[config.mk]
export PLATFORM = sky130hd
export DESIGN_NAME = riscv_lsu
export DESIGN_NICKNAME = d
export VERILOG_FILES = /design/src/rtl/riscv_lsu.sv
export SDC_FILE = /design/constraint.sdc
export NUM_CORES = 1
export LEC_CHECK = 0
export CAP_MARGIN = 5
export CORE_MARGIN = 2
export CORE_UTILIZATION = 47
export CTS_CLUSTER_DIAMETER = 60
export DETAILED_ROUTE_END_ITERATION = 6
export GPL_TIMING_DRIVEN = 0
export HOLD_SLACK_MARGIN = 0.12
export PLACE_DENSITY = 0.87
export SETUP_SLACK_MARGIN = 0.02
export SYNTH_ARGS = -nofsm -noshare
export SYNTH_HDL_FRONTEND = slang
export SYNTH_SLANG_ARGS = --single-unit
[constraint.sdc]
create_clock -name clk -period 4.95 [get_ports clk]
set_clock_uncertainty 0.05 [all_clocks]
set_input_delay 0.7425 -clock clk [delete_from_list [all_inputs] [get_ports clk]]
set_output_delay 0.7425 -clock clk [all_outputs]
set_load 0.005 [all_outputs]
[src/rtl/riscv_lsu.sv]
// riscv_lsu: memory-stage load/store unit with a request/ack data bus.
// Define RISCV_LSU_MISALIGN_EN to split misaligned accesses into two bus beats; otherwise they fault.
module riscv_lsu (
    input  logic        clk,
    input  logic        rst,
    input  logic        req_valid,
    output logic        req_ready,
    input  logic        req_write,
    input  logic [2:0]  req_funct3,
    input  logic [31:0] req_addr,
    input  logic [31:0] req_wdata,
    input  logic [4:0]  req_rd,
    output logic        mem_req,
    output logic        mem_we,
    output logic [31:0] mem_addr,
    output logic [31:0] mem_wdata,
    output logic [3:0]  mem_wstrb,
    input  logic        mem_ack,
    input  logic [31:0] mem_rdata,
    output logic        rsp_valid,
    output logic [31:0] rsp_rdata,
    output logic [4:0]  rsp_rd,
    output logic        rsp_misalign
);

`ifdef RISCV_LSU_MISALIGN_EN
    typedef enum logic [1:0] {IDLE, BUS0, BUS1, RESP} state_t;
`else
    typedef enum logic [1:0] {IDLE, BUS0, RESP} state_t;
`endif

    state_t      state;
    logic        we_q;
    logic        uns_q;
    logic [1:0]  sz_q;
    logic [1:0]  off_q;
    logic [4:0]  rd_q;

    logic [1:0]  off;
    logic        misalign;
    logic [3:0]  mask;
    logic [63:0] ld_raw;
    logic [31:0] ld_data;

    assign off       = req_addr[1:0];
    assign misalign  = (req_funct3[1:0] == 2'b01 && off == 2'b11) || (req_funct3[1] && off != 2'b00);
    assign mask      = (req_funct3[1:0] == 2'b00) ? 4'h1 : (req_funct3[1:0] == 2'b01) ? 4'h3 : 4'hF;
    assign req_ready = (state == IDLE);

    function automatic logic [31:0] load_ext(input logic [63:0] raw, input logic [1:0] o,
                                             input logic [1:0] sz, input logic uns);
        logic [31:0] s;
        s = 32'(raw >> {o, 3'b000});
        case (sz)
            2'b00:   load_ext = uns ? {24'b0, s[7:0]}  : {{24{s[7]}}, s[7:0]};
            2'b01:   load_ext = uns ? {16'b0, s[15:0]} : {{16{s[15]}}, s[15:0]};
            default: load_ext = s;
        endcase
    endfunction

`ifdef RISCV_LSU_MISALIGN_EN
    logic        mis_q;
    logic [31:0] lo;
    logic [31:0] wdata_hi;
    logic [3:0]  strb_hi;
    logic [63:0] wvec;
    logic [7:0]  svec;

    assign wvec   = {32'b0, req_wdata} << {off, 3'b000};
    assign svec   = {4'b0, mask} << off;
    assign ld_raw = (state == BUS1) ? {mem_rdata, lo} : {32'b0, mem_rdata};
`else
    logic [31:0] wvec;
    logic [3:0]  svec;

    assign wvec   = req_wdata << {off, 3'b000};
    assign svec   = mask << off;
    assign ld_raw = {32'b0, mem_rdata};
`endif

    assign ld_data = we_q ? 32'b0 : load_ext(ld_raw, off_q, sz_q, uns_q);

    always_ff @(posedge clk) begin
        if (rst) begin
            state        <= IDLE;
            we_q         <= 1'b0;
            uns_q        <= 1'b0;
            sz_q         <= 2'b00;
            off_q        <= 2'b00;
            rd_q         <= 5'd0;
            mem_req      <= 1'b0;
            mem_we       <= 1'b0;
            mem_addr     <= 32'b0;
            mem_wdata    <= 32'b0;
            mem_wstrb    <= 4'b0;
            rsp_valid    <= 1'b0;
            rsp_rdata    <= 32'b0;
            rsp_rd       <= 5'd0;
            rsp_misalign <= 1'b0;
`ifdef RISCV_LSU_MISALIGN_EN
            mis_q        <= 1'b0;
            lo           <= 32'b0;
            wdata_hi     <= 32'b0;
            strb_hi      <= 4'b0;
`endif
        end else begin
            rsp_valid <= 1'b0;
            case (state)
                IDLE: if (req_valid) begin
                    we_q  <= req_write;
                    uns_q <= req_funct3[2];
                    sz_q  <= req_funct3[1:0];
                    off_q <= off;
                    rd_q  <= req_rd;
`ifdef RISCV_LSU_MISALIGN_EN
                    mis_q    <= misalign;
                    wdata_hi <= wvec[63:32];
                    strb_hi  <= req_write ? svec[7:4] : 4'b0;
                    if (1'b1) begin
`else
                    if (misalign) begin
                        // Fault without touching the bus.
                        state        <= RESP;
                        rsp_valid    <= 1'b1;
                        rsp_rdata    <= 32'b0;
                        rsp_rd       <= req_rd;
                        rsp_misalign <= 1'b1;
                    end else begin
`endif
                        state     <= BUS0;
                        mem_req   <= 1'b1;
                        mem_we    <= req_write;
                        mem_addr  <= {req_addr[31:2], 2'b00};
                        mem_wdata <= wvec[31:0];
                        mem_wstrb <= req_write ? svec[3:0] : 4'b0;
                    end
                end
                BUS0: if (mem_req && mem_ack) begin
                    mem_req   <= 1'b0;
                    mem_we    <= 1'b0;
                    mem_wstrb <= 4'b0;
`ifdef RISCV_LSU_MISALIGN_EN
                    if (mis_q) begin
                        state <= BUS1;
                        lo    <= mem_rdata;
                    end else begin
`else
                    begin
`endif
                        state        <= RESP;
                        rsp_valid    <= 1'b1;
                        rsp_rdata    <= ld_data;
                        rsp_rd       <= rd_q;
                        rsp_misalign <= 1'b0;
                    end
                end
`ifdef RISCV_LSU_MISALIGN_EN
                // Entered with mem_req low: that cycle is the idle gap before beat two.
                BUS1: if (!mem_req) begin
                    mem_req   <= 1'b1;
                    mem_we    <= we_q;
                    mem_addr  <= mem_addr + 32'd4;
                    mem_wdata <= wdata_hi;
                    mem_wstrb <= strb_hi;
                end else if (mem_ack) begin
                    mem_req      <= 1'b0;
                    mem_we       <= 1'b0;
                    mem_wstrb    <= 4'b0;
                    state        <= RESP;
                    rsp_valid    <= 1'b1;
                    rsp_rdata    <= ld_data;
                    rsp_rd       <= rd_q;
                    rsp_misalign <= 1'b0;
                end
`endif
                RESP: state <= IDLE;
                default: state <= IDLE;
            endcase
        end
    end

endmodule

==> results by group <==
Outcome
  – Status: completed

Timing
  – RSZ-0062 raised after global routing: no
  – # setup viols final: 0
  – Rel. slew slack: between 15 and 20%
  – Max Fclk: 396.7 MHz
  – Worst hold slack: between 0.4 and 0.5 ns
  – Worst slew pin tran: between 1 and 1.5 ns
  – TNS Setup: 0 ns
  – Minimum clock period: roughly 2.5 ns
  – Fin. max-slew vios: 0
  – Final Hold Fails: 0
  – Tcrit/Tclk final: 50.92%

CTS
  – H-tree levels: 4
  – CTS resizes: 0
  – CTS buffer count: 17
  – Clock insertion delay at the later pin of the skew report: slightly above 0.4 ns
  – CTS tree: yes
  – Post-CTS Setup Bufs: 0
  – Cts-stage hold buffer count: 0
  – TritonCTS Sinks: 120
  – Reg clk slew, reported paths: around 0.06 ns
  – Clock tree root buffer cell: clkbuf_16
  – CTS Buffer Depth: 2

Yosys
  – Ys Warns: 0
  – Ys flop type: dfxtp_1
  – Post-synth EDFFs: 0
  – Cell count after synthesis: 610
  – Seq/Total Area, Yosys: 44.96%
  – Ys async rst share: 0%
  – Netlist Area Pre-Place: 5343 um^2
  – Yosys cell types: 50
  – Register bit total from synthesis: 120
  – Synth Area per Inst: slightly below 9 um^2

Placement
  – Placed cell area: between 7000 and 8000 um^2
  – Post-DP HPWL: approximately 14 mm
  – Final Wtd Congestion: slightly above 0.9
  – DP Cell Count: slightly below 1000
  – Port bufs: approximately 210

Detailed routing
  – DRC Markers: 0
  – Wirelength per Cell: between 15 and 20 um
  – Via-to-Cell Ratio: ~5.7
  – DR pass1 iterations: 5
  – 1st-iter DRT viols: 444
  – Total wire length: approximately 18 mm
  – Post-detailed-route count of antenna-violating nets: 0
  – Vias: between 5000 and 6000

Setup path
  – Critical path data arrival time: between 2 and 3 ns
  – Worst EP required: around 5.2 ns
  – CP peak stage delay: about 0.55 ns
  – Reg-to-Reg Start: state[0]$_SDFFE_PP0P_
  – CP Max Fanout: 10
  – Worst Setup SP: req_addr[1]
  – Setup CP Type: in2reg
  – Critical Path Start Type: input port
  – WP buf/inv: 4
  – Critical Path Most Common Cell: o21ai_0
  – Slowest CP cell: clkdlybuf4s50_1
  – Critical path's top delay family: buffers and inverters
  – CP Cell Sequence: clkdlybuf4s50_1, clkbuf_1, buf_2, buf_1, o21ai_0, o21ai_0, o2bb2ai_1
  – Critical path capture point type: flop

Pwr
  – Clock power share: 46.0%
  – Pwr dens: 337.7 nW/um^2
  – Internal power: 2.078 mW
  – Switching part of the total power: 25.71%
  – Net Switching: between 0.7 and 0.8 mW
  – Leak: approximately 3.1 nW
  – VDD IR max: 273.3 uV
  – Combinational fraction of design power: 16.7%
  – Sequential power share: a little under two fifths

Layout
  – Fin cells: 997
  – Layout cells sized above 1: under 10%
  – Number of diodes: 0
  – Layout area overhead: 55.08%
  – Design area: about 8300 um^2
  – Final net count: 953

Global route
  – Total track usage: between 20% and 30%
  – Number of global-route vias before repair: just under 6000
  – First-pass GRT wire length: ~29 mm
  – GRT Residual Overflow: 0
  – Largest net degree at the start of global routing: 17
  – Antenna violations before repair: 0

Hold path
  – Hold Path Origin: mem_addr[24]$_SDFFE_PP0P_
  – Hold/Removal Path Class: reg2reg

Floorplan
  – Die Height: 110.6 um
  – Chip width: 110.6 um
  – Core area: approximately 11000 um^2
  – Initial Util: between 40% and 50%
  – IO Count: approximately 220
  – # rows: 38
  – Die area: 12240 um^2

Job
  – MaxCap Viol Count: 0
## cells in the mapped netlist, types with 7 or more instances
cell         n  share of area (%)
mux2_2       8                1.7
clkbuf_1    23                1.6
a211oi_1    13                1.8
o21ai_0      9               0.84
nor2b_1     11                1.3
or3_1        8               0.94
a32o_1       7                1.3
nand3b_1     9                1.3
o2bb2ai_1    8                1.3
nor4b_1      9                1.5
dfxtp_1    120                 45
mux2i_1     37                6.9
nand2_1    116                8.1
nor3_1      19                1.8
nor2_1      41                2.9
buf_2       20                1.9
a221o_1      8                1.5
a21oi_1     74                6.9
o211ai_1     8                1.1
a211o_1     15                2.5
## kinds of logic after synthesis
logic type | count (synthesis) | synth area share [%]
other | 1 | 0.07019
flip-flops | 120 | 44.96
buffers and inverters | 56 | 5.176
AND/OR/NAND/NOR | 228 | 20.23
multiplexers | 48 | 9.532
AO/OA/AOI/OAI | 157 | 20.02
## registers in the layout, summed over array words and instances, names as in the netlist
signal / flops
state: 2
uns_q: 1
mem_addr: 30
mem_wdata: 32
sz_q: 2
rsp_rd: 5
rsp_rdata: 32
rsp_valid: 1
mem_we: 1
rd_q: 5
mem_req: 1
we_q: 1
rsp_misalign: 1
mem_wstrb: 4
off_q: 2
## per-layer routing
metal  track usage [%]  routed length [um]
met1             33.10                7210
met2             51.04                8899
met3             10.04                1673
met4             11.58                 581
met5                 0                   0
## area by class of cell
cell class / count / area (um^2)
flip-flops and latches: 120 / 2402
multi-input cells: 435 / 2668
fillers: 751 / 2698
inverters: 1 / 3.754
well taps: 140 / 175.2
repair buffers: 214 / 2142
clock inverters: 13 / 168.9
plain buffers: 55 / 272.8
clock buffers: 19 / 452.9
## power groups by stage
stage / Sequential (mW) / Combinational, mW / Clock (mW)
after floorplan: 1.06 / 0.215 / 0
after global placement: 1.06 / 0.449 / 0
after detailed placement: 1.06 / 0.458 / 0
after CTS: 1.04 / 0.464 / 1.29
after global routing: 1.05 / 0.502 / 1.34
final: 1.04 / 0.468 / 1.29
## metrics by stage
step	total power [mW]	worst slack [ns]	util [%]
finish	2.798	2.430	75.44
global route	2.884	2.336	75.44
CTS	2.796	2.524	75.44
detailed placement	1.521	2.095	69.78
global placement	1.509	2.163	69.78
floorplan	1.276	2.888	-
## placed cells by master, fill, tap and decap left out, types with 3 or more instances in the layout
| cell | synthesis | layout |
|---|---|---|
| a211oi_1 | 13 | 13 |
| nand2_1 | 116 | 116 |
| o2bb2ai_1 | 8 | 8 |
| nor4b_1 | 9 | 9 |
| dfxtp_1 | 120 | 120 |
| bufinv_16 | 0 | 3 |
| mux2_2 | 8 | 8 |
| clkdlybuf4s50_1 | 0 | 214 |
| a32o_1 | 7 | 7 |
| nor2b_1 | 11 | 11 |
| buf_4 | 5 | 5 |
| nand3b_1 | 9 | 9 |
| a22o_1 | 5 | 5 |
| or3_1 | 8 | 8 |
| a21oi_1 | 74 | 74 |
| buf_2 | 20 | 20 |
| clkbuf_16 | 0 | 17 |
| clkbuf_1 | 23 | 23 |
| clkinvlp_4 | 0 | 4 |
| mux2i_1 | 37 | 37 |
| a221o_1 | 8 | 8 |
| buf_1 | 4 | 4 |
| o211ai_1 | 8 | 8 |
| nor2_1 | 41 | 41 |
| buf_6 | 3 | 3 |
| clkinv_4 | 0 | 3 |
| nor3_1 | 19 | 19 |
| a211o_1 | 15 | 15 |
| o21ai_0 | 9 | 9 |
## worst paths after layout
| check | depth (start not counted) | endpoint | slack [ns] |
|---|---|---|---|
| max reg2reg | 3 | rsp_rdata[1]$_SDFFE_PP0P_ | 2.91 |
| max | 7 | mem_wstrb[2]$_SDFFE_PP0P_ | 2.43 |
| min | 2 | mem_addr[24]$_SDFFE_PP0P_ | 0.41 |
| min reg2reg | 2 | mem_addr[24]$_SDFFE_PP0P_ | 0.41 |
## worst register-to-register path: cells and delay by family (launching register included)
kind	cells	cell delay [ns]
AOI/OAI and AO/OA	1	0.30
DFF	1	0.49
and+or+nand+nor	2	1.14
Note: power is estimated with default switching activity, not from simulation.
